===== config.mk =====
export PLATFORM = sky130hd
export DESIGN_NAME = accumulator_cpu_core
export DESIGN_NICKNAME = d
export VERILOG_FILES = /design/src/rtl/accumulator_cpu_core.sv
export SDC_FILE = /design/constraint.sdc
export NUM_CORES = 1
export LEC_CHECK = 0
export BUFFER_PORTS_ARGS = -buffer_cell sky130_fd_sc_hd__buf_4
export CORE_MARGIN = 4
export CORE_UTILIZATION = 30
export CTS_BUF_LIST = sky130_fd_sc_hd__clkbuf_16
export CTS_CLUSTER_SIZE = 40
export DETAILED_ROUTE_END_ITERATION = 16
export GPL_ROUTABILITY_DRIVEN = 1
export PLACE_DENSITY = 0.6
export SLEW_MARGIN = 20
export SYNTH_ARGS = -nofsm -noshare
export SYNTH_HDL_FRONTEND = slang
export SYNTH_SLANG_ARGS = --single-unit
export TNS_END_PERCENT = 30

===== constraint.sdc =====
create_clock -name CLK -period 3.27 [get_ports CLK]
set_input_delay 0.654 -clock CLK [delete_from_list [all_inputs] [get_ports CLK]]
set_output_delay 0.654 -clock CLK [all_outputs]
set_load 0.005 [all_outputs]

===== src/rtl/accumulator_cpu_core.sv =====
// Single-cycle 8-bit accumulator core: every instruction fetches, decodes and retires in one clock; no backpressure.
// Optional PROG_WRITE_EN adds a program-memory write port (PW_EN/PW_ADDR/PW_DATA) usable during reset.
module accumulator_cpu_core #(
   parameter int DATA_WIDTH = 8,
   parameter int PC_WIDTH   = 4,
   parameter int ROM_WIDTH  = 4 + DATA_WIDTH
) (
   input  logic                  CLK,
   input  logic                  RST,
`ifdef PROG_WRITE_EN
   input  logic                  PW_EN,
   input  logic [PC_WIDTH-1:0]   PW_ADDR,
   input  logic [ROM_WIDTH-1:0]  PW_DATA,
`endif
   output logic [PC_WIDTH-1:0]   PC,
   output logic [ROM_WIDTH-1:0]  INSTR,
   output logic [DATA_WIDTH-1:0] ACC_OUT,
   output logic [DATA_WIDTH-1:0] R0_OUT
);

   localparam int DEPTH = 2 ** PC_WIDTH;

   typedef enum logic [1:0] {
      ALU_PASS = 2'b00,
      ALU_ADD  = 2'b01,
      ALU_SUB  = 2'b10,
      ALU_AND  = 2'b11
   } alu_op_t;

   function automatic logic [ROM_WIDTH-1:0] mk_word(input logic [3:0] opc, input int imm);
      return {opc, DATA_WIDTH'(imm)};
   endfunction

   function automatic logic [ROM_WIDTH-1:0] default_word(input logic [PC_WIDTH-1:0] addr);
      case (int'(addr))
         0:       return mk_word(4'h1, 5);
         1:       return mk_word(4'h3, 0);
         2:       return mk_word(4'h1, 3);
         3:       return mk_word(4'h4, 0);
         4:       return mk_word(4'h3, 0);
         5:       return mk_word(4'h5, 0);
         6:       return mk_word(4'h7, 16);
         7:       return mk_word(4'h9, 15);
         8:       return mk_word(4'h8, 2);
         9:       return mk_word(4'hF, 0);
         default: return '0;
      endcase
   endfunction

   logic [PC_WIDTH-1:0]   pc_r;
   logic [DATA_WIDTH-1:0] acc_r;
   logic [DATA_WIDTH-1:0] r0_r;
   logic [ROM_WIDTH-1:0]  instr;

`ifdef PROG_WRITE_EN
   // Words never written fall back to the default program, so power-up
   // contents match the ROM build without a memory-clearing reset.
   logic [ROM_WIDTH-1:0] mem [DEPTH];
   logic [DEPTH-1:0]     written = '0;

   always_ff @(posedge CLK) begin
      if (PW_EN) begin
         mem[PW_ADDR]     <= PW_DATA;
         written[PW_ADDR] <= 1'b1;
      end
   end

   assign instr = written[pc_r] ? mem[pc_r] : default_word(pc_r);
`else
   assign instr = default_word(pc_r);
`endif

   logic [3:0]            opcode;
   logic [DATA_WIDTH-1:0] imm;
   logic                  reset_instr;
   logic                  sel;
   logic                  ce_r0;
   logic                  ce_acc;
   alu_op_t               op;

   assign opcode = instr[ROM_WIDTH-1 -: 4];
   assign imm    = instr[DATA_WIDTH-1:0];

   always_comb begin
      reset_instr = 1'b0;
      sel         = 1'b0;
      ce_r0       = 1'b0;
      ce_acc      = 1'b0;
      op          = ALU_PASS;
      case (opcode)
         4'h1: begin sel = 1'b1; ce_acc = 1'b1; op = ALU_PASS; end
         4'h3: ce_r0 = 1'b1;
         4'h4: begin ce_acc = 1'b1; op = ALU_ADD; end
         4'h5: begin ce_acc = 1'b1; op = ALU_SUB; end
         4'h6: begin ce_acc = 1'b1; op = ALU_AND; end
         4'h7: begin sel = 1'b1; ce_acc = 1'b1; op = ALU_ADD; end
         4'h8: begin sel = 1'b1; ce_acc = 1'b1; op = ALU_SUB; end
         4'h9: begin sel = 1'b1; ce_acc = 1'b1; op = ALU_AND; end
         4'hF: reset_instr = 1'b1;
         default: ;
      endcase
   end

   logic [DATA_WIDTH-1:0] alu_in0;
   logic [DATA_WIDTH-1:0] alu_res;

   assign alu_in0 = sel ? imm : acc_r;

   always_comb begin
      alu_res = alu_in0;
      case (op)
         ALU_PASS: alu_res = alu_in0;
         ALU_ADD:  alu_res = alu_in0 + r0_r;
         ALU_SUB:  alu_res = alu_in0 - r0_r;
         ALU_AND:  alu_res = alu_in0 & r0_r;
         default:  alu_res = alu_in0;
      endcase
   end

   always_ff @(posedge CLK) begin
      if (RST) begin
         pc_r  <= '0;
         acc_r <= '0;
         r0_r  <= '0;
      end else begin
         pc_r <= reset_instr ? '0 : pc_r + PC_WIDTH'(1);
         if (ce_acc) acc_r <= alu_res;
         if (ce_r0)  r0_r  <= acc_r;
      end
   end

   assign PC      = pc_r;
   assign INSTR   = instr;
   assign ACC_OUT = acc_r;
   assign R0_OUT  = r0_r;

endmodule


==> flow_summary.toml, run 1 <==
[synth]
synth_mux_area_share_pct = 3.42
synth_edf_count = 0
synth-compound-area-share_pct = 22.5
syn-instance-count = 234
syn_area_um2 = 1900
ys_ff_latch = 29
synth_top_family_by_area = "compound AO/OA/AOI/OAI gates"
synth_adder_area_share_pct = 12.9
post_synth_num_cell_types = 52
synth_largest_area_cell = "dfxtp_1"
yosysTopAreaCellShare_pct = 30.5
ys_seq_area_share_pct = 30.5
yosysWarnings = 0
avgSynthCellArea_um2 = 8.14
ys_top_cells_by_area = "dfxtp_1 30%, ha_1 12%, nand2_1 5.7%, a21oi_1 5.0%, inv_1 4.1%"
synthSimpleGateAreaFrac_pct = 17.8
synth_top_flop_cell = "dfxtp_1"
synth_xor_area_share_pct = 5.85
synthArstFlopShare_pct = 0

[sta]
finalHoldViolations = 0
rsz0062_at_grt = "false"
timing.final.crit_share_pct = 95.6
fmax_mhz = 320
fin_skew_ns = 0.00478
fin_ws_ns = 0.143
period_minus_slack_ns = 3.13
tns_ns = 0
worstMarginPinSlew_ns = 0.776
slew_violations = 0
max-slew-margin-rel_pct = 47.9
setup_viol = 0

[placement]
dpl_worst_slack_ns = 0.00748
io_buffers = 30
place.gp.congestion = 0.827
placedCellCount = 337
place_area_um2 = 2230
post-dp-hpwl_um = 3610

[power]
powerDensity_nw_per_um2 = 568
irDropWorstVdd_v = 0.000298
p_total_uw = 1380
cellLeakagePower_uw = 0.00109

[drt]
routedWlPerCell_um = 14.3
vias = 1755
drc = 0
drtAntennaViolNets = 0
dr.pass1.iters = 4
vias_per_cell = 5.09
drt_iter0_markers = 69
routed_wirelength_um = 4950

[clocking]
cts_buffers = 5
postCtsHoldBufs = 0
cts_root_buf = "clkbuf_16"
post_cts_buffers = 0
cts.sinks = 29
tritoncts = "yes"
cts.path.max_buffers = 2
htree_levels = 2
clk_latency_ns = 0.28
clk_pin_slew_ns = 0.06

[worst_setup_path]
crit_required_ns = 3.49
crit_path_end_kind = "flop"
path_class = "flop to flop"
cp-start-kind = "flop"
crit_fanout = 6
arrival_ns = 3.35

[job]
maxCapViolCount = 0

[layout]
area_growth_pct = 27.5
regArea_um2 = 587
layout-drive-gt1-share_pct = 22.6
num-nets-final = 290
fin_cells = 345
multi_input_area_um2 = 1220
diodes = 0
fillers = 632
final_area_um2 = 2430

[floorplan]
die_h_um = 87.7
pin_count = 34
coreArea_um2 = 6030
die_x_um = 87.7
start_util_pct = 31.6
dieArea_um2 = 7690
num_rows = 28

[global_routing]
antenna_found_initial = 0
grt_max_degree = 20
grt_pass1_wl_um = 8270
grt.total_usage_pct = 14.0
gr-total-overflow = 0
first_global_vias = 1718

[run_status]
status = "finished clean"

[worst_hold_path]
min-delay-path-class = "flop to flop"
[cell usage after synthesis, types with 2 or more instances]
| cell | n |
|---|---|
| inv_1 | 21 |
| o21ai_0 | 6 |
| or3_1 | 2 |
| a21oi_1 | 19 |
| clkbuf_1 | 7 |
| o21a_1 | 2 |
| buf_4 | 3 |
| ha_1 | 18 |
| a32o_1 | 2 |
| a221oi_1 | 2 |
| nand2_1 | 29 |
| a22o_1 | 2 |
| xor2_1 | 4 |
| nand3_1 | 2 |
| a211oi_1 | 2 |
| a21o_1 | 6 |
| nor3_1 | 6 |
| nor3b_1 | 2 |
| xnor2_1 | 6 |
| o22ai_1 | 2 |
| dfxtp_1 | 29 |
| a32oi_1 | 2 |
| a31oi_1 | 4 |
| nor2b_1 | 3 |
| mux2_1 | 3 |
| mux2i_1 | 2 |
| nand2b_1 | 3 |
| nor2_1 | 21 |
[worst paths after layout]
| kind | from | endpoint | slack [ns] | cells past startpoint |
|---|---|---|---|---|
| worst max-delay path | INSTR[11] | ACC_OUT[7] | 0.14 | 10 |
| worst min-delay path | ACC_OUT[6] | R0_OUT[6] | 0.48 | 2 |
| worst max register to register | INSTR[11] | ACC_OUT[7] | 0.14 | 10 |
| worst min register to register | ACC_OUT[6] | R0_OUT[6] | 0.48 | 2 |
[stage by stage]
stage	hold WS [ns]	util, %
finish	0.477	40.3
global route	0.506	40.3
CTS	0.481	39.8
detailed placement	0.473	37.0
global placement	0.456	37.0
floorplan	0.461	-
[sequential cells by signal, indices dropped and copies added, names as in the netlist]
register	cells
PC	4
ACC_OUT	8
INSTR	9
R0_OUT	8
[layer usage]
layer	global-route usage [%]	wire length [um]	vias to the layer above
met1	19.2	2410	818
met3	3.86	350	10
li1	-	-	880
met4	6.69	104	0
met2	20.3	2080	47
met5	0	0	-
[worst max-delay path, cell delays in order (launching register included)]
cell	delay, ns
dfxtp_4	0.36
and2b_4	0.27
a22o_1	0.27
mux2_1	0.40
ha_1	0.37
a21o_1	0.20
a21oi_1	0.18
a21oi_1	0.11
or4b_1	0.53
a32o_2	0.29
a21oi_2	0.11
[power by group]
part	switching, uW	internal [uW]	leakage [uW]	total, uW
registers	30.9	380	0.000237	411
clock network	176	356	0.0000775	532
logic	230	206	0.000771	436
[cell families after synthesis]
kind of cell | after synthesis
and+or+nand+nor | 74
muxes | 6
buffers and inverters | 32
DFF | 29
AOI/OAI and AO/OA | 62
other | 1
adders and majority gates | 19
xor gates and xnor gates | 11
[cells in the final DEF (no fill, tap or decap), types with 2 or more instances in the layout]
| master | synthesis | final |
|---|---|---|
| nor2_1 | 21 | 20 |
| mux2_1 | 3 | 3 |
| conb_1 | 1 | 3 |
| or3_1 | 2 | 2 |
| a21o_1 | 6 | 6 |
| a32o_1 | 2 | 2 |
| a32oi_1 | 2 | 2 |
| nand3_1 | 2 | 2 |
| o21ai_0 | 6 | 5 |
| buf_4 | 3 | 37 |
| inv_1 | 21 | 20 |
| o21ai_1 | 1 | 2 |
| o22ai_1 | 2 | 2 |
| nor3b_1 | 2 | 2 |
| dfxtp_2 | 0 | 2 |
| a22o_1 | 2 | 2 |
| nor3_1 | 6 | 6 |
| dfxtp_1 | 29 | 26 |
| xor2_1 | 4 | 4 |
| a21oi_1 | 19 | 19 |
| a31oi_1 | 4 | 4 |
| a221oi_1 | 2 | 2 |
| a211oi_1 | 2 | 2 |
| clkbuf_16 | 0 | 5 |
| ha_1 | 18 | 17 |
| xnor2_1 | 6 | 6 |
| nor2b_1 | 3 | 3 |
| nand2b_1 | 3 | 3 |
| nand2_1 | 29 | 29 |
| o21a_1 | 2 | 2 |
[repair_timing]
item | in CTS | in global routing
hold endpoints to repair | 0 | 0
resized for setup | 1 | 10
setup endpoints to repair | 1 | 3
gates cloned | 0 | 0
[layout make-up]
type,count,share of cell area (%)
clock buffer,5,5.15
multi-input combinational,175,50.4
sequential,29,24.2
clock inverter,3,1.70
tap,75,3.86
inverter,21,3.25
timing repair buffer,37,11.4
Note: power is estimated with default switching activity, not from simulation.
==> run 2, diff against run 1 <==
- CORE_ASPECT_RATIO: default -> 1.75
- PLACE_DENSITY: 0.6 -> 0.58
- clock period: 3.27 -> 3.1 ns (I/O delays scaled with it)
==> flow_summary.toml, run 2 (synthesis gave the netlist of run 1 again) <==
[global_routing]
grt_pass1_wl_um = 8640
antenna_found_initial = 0
first_global_vias = 1757
grt_max_degree = 20
grt.total_usage_pct = 15.3
gr-total-overflow = 0

[sta]
timing.final.crit_share_pct = 98.7
fin_skew_ns = 0.00729
fin_ws_ns = 0.0411
setup_viol = 0
whs_ns = 0.466
period_minus_slack_ns = 3.06
fmax_mhz = 327
worstMarginPinSlew_ns = 0.687
finalHoldViolations = 0
tns_ns = 0
max-slew-margin-rel_pct = 54.0
slew_violations = 0

[layout]
layout-drive-gt1-share_pct = 28.1
diodes = 0
num-nets-final = 305
mostFrequentLayoutCell = "buf_4"
final_area_um2 = 2550
fin_util_pct = 41.3
area_growth_pct = 34.2
largest_reg_flops = 9
layout_common_cells = "52 x buf_4, 29 x nand2_1, 25 x dfxtp_1, 20 x inv_1, 20 x nor2_1"

[placement]
dpl_worst_slack_ns = -0.0243
post-dp-hpwl_um = 4240
place_area_um2 = 2320
place.gp.congestion = 0.873
io_buffers = 30

[drt]
routedWlPerCell_um = 15.2
drt_iter0_markers = 70
drc = 0
vias_per_cell = 5.03
dr.pass1.iters = 4
drtAntennaViolNets = 0
routed_wirelength_um = 5560
vias = 1835

[worst_hold_path]
holdPathStages = 2
min_to = "R0_OUT[6]"
min-delay-path-class = "flop to flop"
min_from = "ACC_OUT[6]"

[clocking]
cts_root_buf = "clkbuf_16"
htree_levels = 2
clk_latency_ns = 0.28
clk_pin_slew_ns = 0.05
cts_buffers = 5
tritoncts = "yes"
postCtsHoldBufs = 0
cts.sinks = 29
cts.path.max_buffers = 2

[floorplan]
coreArea_um2 = 6180
pin_count = 34
dieArea_um2 = 7740
die_x_um = 68.2
die_h_um = 113
num_rows = 38
start_util_pct = 30.8

[worst_setup_path]
reg2reg_to = "ACC_OUT[7]"
crit_path_end_kind = "flop"
cp-start-kind = "flop"
crit_fanout = 4
arrival_ns = 3.27
crit_required_ns = 3.31
ff2ff_path_depth = 13
rr_startpoint = "INSTR[11]"
ff2ff_setup_slack_ns = 0.04
path_class = "flop to flop"

[power]
irDropWorstVdd_v = 0.000418
powerDensity_nw_per_um2 = 597
cellLeakagePower_uw = 0.00116

[run_status]
status = "finished clean"

[job]
maxCapViolCount = 0
-- run 2: worst max-delay path by stage --
stage	end	cells past startpoint	startpoint	slack, ns
floorplan	ACC_OUT[7]	13	INSTR[11]	0.02
global placement	ACC_OUT[7]	10	INSTR[8]	0.007
detailed placement	ACC_OUT[7]	13	INSTR[11]	-0.02
CTS	ACC_OUT[7]	13	INSTR[8]	0.02
global route	ACC_OUT[7]	13	INSTR[11]	-0.07
finish	ACC_OUT[7]	13	INSTR[11]	0.04
-- run 2: power breakdown --
group / switching (uW) / internal, uW / leakage [uW] / total [uW]
clock network: 171 / 375 / 0.0000775 / 546
logic: 276 / 269 / 0.000844 / 545
registers: 32.1 / 403 / 0.000238 / 435
-- run 2: per-layer routing --
metal	wire (um)	share of wire, %	up-vias	GRT usage [%]
met1	1870	34	846	14.7
met5	0	0	-	0
met2	3150	57	60	28.1
met4	272	4.9	0	9.30
li1	-	-	909	-
met3	267	4.8	20	3.15
-- run 2: through the flow --
stage                     power (uW)  std cells
final                           1530        365
after CTS                       1500        363
after detailed placement         927        352
after floorplan                  756        236
after global placement           927        352
after global routing            1610        365
-- run 2: cell type report --
cell class	count	area, um2
clock buffers	5	125
clock inverters	3	41.3
fillers	644	3630
inverters	21	78.8
multi-input cells	175	1230
flip-flops and latches	29	586
well taps	80	100
repair buffers	52	390
-- run 2: critical path, stage by stage (launching register included) --
cell       delay (ns)
dfxtp_2          0.32
and2b_4          0.20
a32o_1           0.24
inv_2            0.09
ha_4             0.16
mux2_2           0.35
inv_1            0.07
ha_1             0.22
nor2b_1          0.16
o2111ai_2        0.23
a21oi_2          0.09
or4b_1           0.48
a32o_2           0.26
a21oi_2          0.11
-- run 2: what timing repair did --
action	4_1_cts	5_1_grt
pin swaps	2	4
resized for setup	3	5
endpoints found under the setup margin	2	3
setup buffers	3	2
gates cloned	0	0
==> run 3, diff against run 2 <==
- PLACE_DENSITY: 0.58 -> default
- PLACE_DENSITY_LB_ADDON: default -> 0.12
==> flow_summary.toml, run 3 (synthesis gave the netlist of run 1 again) <==
[layout]
multi_input_area_um2 = 1270
layout-drive-gt1-share_pct = 29.5
num-nets-final = 308
diodes = 0
area_growth_pct = 36.6
largest_reg_flops = 9
fillers = 657
final_area_um2 = 2600
fin_cells = 368
layout_common_cells = "54 x buf_4, 29 x nand2_1, 25 x dfxtp_1, 20 x inv_1, 20 x nor2_1"
regArea_um2 = 586
mostFrequentLayoutCell = "buf_4"

[placement]
io_buffers = 30
placedCellCount = 357
post-dp-hpwl_um = 4300
place.gp.congestion = 0.879
place_area_um2 = 2370

[job]
maxCapViolCount = 0

[global_routing]
antenna_found_initial = 0
use_met3_pct = 2.46
gr-total-overflow = 0
first_global_vias = 1846
met2_usage_pct = 29.3
grt_util_met1_pct = 15.3
grt_max_degree = 20
globalRoute.busiestLayer = "met2"
grt.total_usage_pct = 15.4
grt_pass1_wl_um = 8860

[floorplan]
dieArea_um2 = 7740
die_h_um = 113
die_x_um = 68.2
coreArea_um2 = 6180
pin_count = 34
num_rows = 38
start_util_pct = 30.8

[worst_setup_path]
cp_cell_sequence = "and2b_4 -> a32o_2 -> inv_2 -> ha_4 -> mux2_4 -> inv_1 -> ha_1 -> nor2b_2 -> o2111ai_2 -> a21oi_2 -> or4b_1 -> a32o_2 -> a21oi_2"
crit_path_end_kind = "flop"
crit_fanout = 5
slowest_stage = "or4b_1"
arrival_ns = 3.21
path_class = "flop to flop"
crit_required_ns = 3.31
cp_top_family = "compound AO/OA/AOI/OAI gates"
cp_num_buf_inv = 2
cp-start-kind = "flop"
max_stage_delay_ns = 0.46

[drt]
drtAntennaViolNets = 0
dr.pass1.iters = 4
vias_per_cell = 4.90
drt_iter0_markers = 40
drc = 0
routed_wirelength_um = 5420
vias = 1805
routedWlPerCell_um = 14.7

[power]
switchingPower_uw = 464
irDropWorstVdd_v = 0.000316
cellLeakagePower_uw = 0.00118
seqPwrFrac_pct = 30.2
p_total_uw = 1440
intPower_uw = 976
pwr-share-comb_pct = 38.5
p_clk_share_pct = 31.3
p_sw_share_pct = 32.2
powerDensity_nw_per_um2 = 554

[clocking]
clk_pin_slew_ns = 0.05
cts.path.max_buffers = 2
postCtsHoldBufs = 0
cts_root_buf = "clkbuf_16"
cts.sinks = 29
tritoncts = "yes"
clk_latency_ns = 0.27
htree_levels = 2
cts_buffers = 5

[sta]
rsz0062_at_grt = "true"
worstMarginPinSlew_ns = 0.707
slew_violations = 0
timing.final.crit_share_pct = 96.8
fmax_mhz = 333
setup_viol = 0
fin_skew_ns = 0.00576
period_minus_slack_ns = 3.00
max-slew-margin-rel_pct = 52.7
finalHoldViolations = 0

[worst_hold_path]
min-delay-path-class = "flop to flop"

[run_status]
status = "finished clean"
## run 3: metrics by stage
| step | setup slack (ns) | setup TNS (ns) | hold WS (ns) | utilization, % |
|---|---|---|---|---|
| 3_5_place_dp | -0.112 | -0.112 | 0.489 | 38.4 |
| 2_1_floorplan | 0.0198 | 0 | 0.461 | - |
| 4_1_cts | 0.0213 | 0 | 0.496 | 41.0 |
| 6_report | 0.0999 | 0 | 0.491 | 42.1 |
| 5_1_grt | -0.0497 | -0.0593 | 0.537 | 42.1 |
| 3_3_place_gp | -0.0905 | -0.0905 | 0.472 | 38.4 |
## run 3: worst paths after layout
check / cells after the start / from / endpoint / slack [ns]
worst min register to register: 2 / ACC_OUT[6] / R0_OUT[6] / 0.49
worst max register to register: 13 / INSTR[11] / ACC_OUT[7] / 0.1
worst min-delay path: 2 / ACC_OUT[6] / R0_OUT[6] / 0.49
worst max-delay path: 13 / INSTR[11] / ACC_OUT[7] / 0.1
## run 3: metal layers
metal	wire, um	vias to the layer above	part of all wire [%]
met5	0	-	0
met4	155	0	2.9
met3	153	11	2.8
met2	3130	26	58
met1	1980	854	37
li1	-	914	-
## run 3: worst register-to-register path: cells and delay by family (launching register included)
family                   cells  cell delay (ns)
AO/OA/AOI/OAI                5             0.96
flip-flops                   1             0.35
AND/OR/NAND/NOR              3             0.82
multiplexers                 1             0.31
adder cells (fa/ha/maj)      2             0.37
buffers and inverters        2             0.13
## run 3: power by group through the flow
stage | sequential, uW | combinational (uW) | clock, uW
floorplan | 439 | 317 | 0
global placement | 441 | 505 | 0
detailed placement | 442 | 504 | 0
CTS | 434 | 519 | 466
global route | 440 | 622 | 482
finish | 435 | 554 | 451
## run 3: layout make-up
class / count / area share (%)
Multi-Input combinational cell: 175 / 49.0
Sequential cell: 29 / 22.5
Timing Repair Buffer: 55 / 16.4
Clock buffer: 5 / 4.81
Tap cell: 80 / 3.85
Inverter: 21 / 3.03
Clock inverter: 3 / 0.481
## run 3: timing repair
action                     4_1_cts  5_1_grt
buffers inserted                 0        3
gates resized for setup          5        9
setup endpoints to repair        2        3
cloned                           0        0
hold endpoints to repair         0        0
pin swaps                        0        7
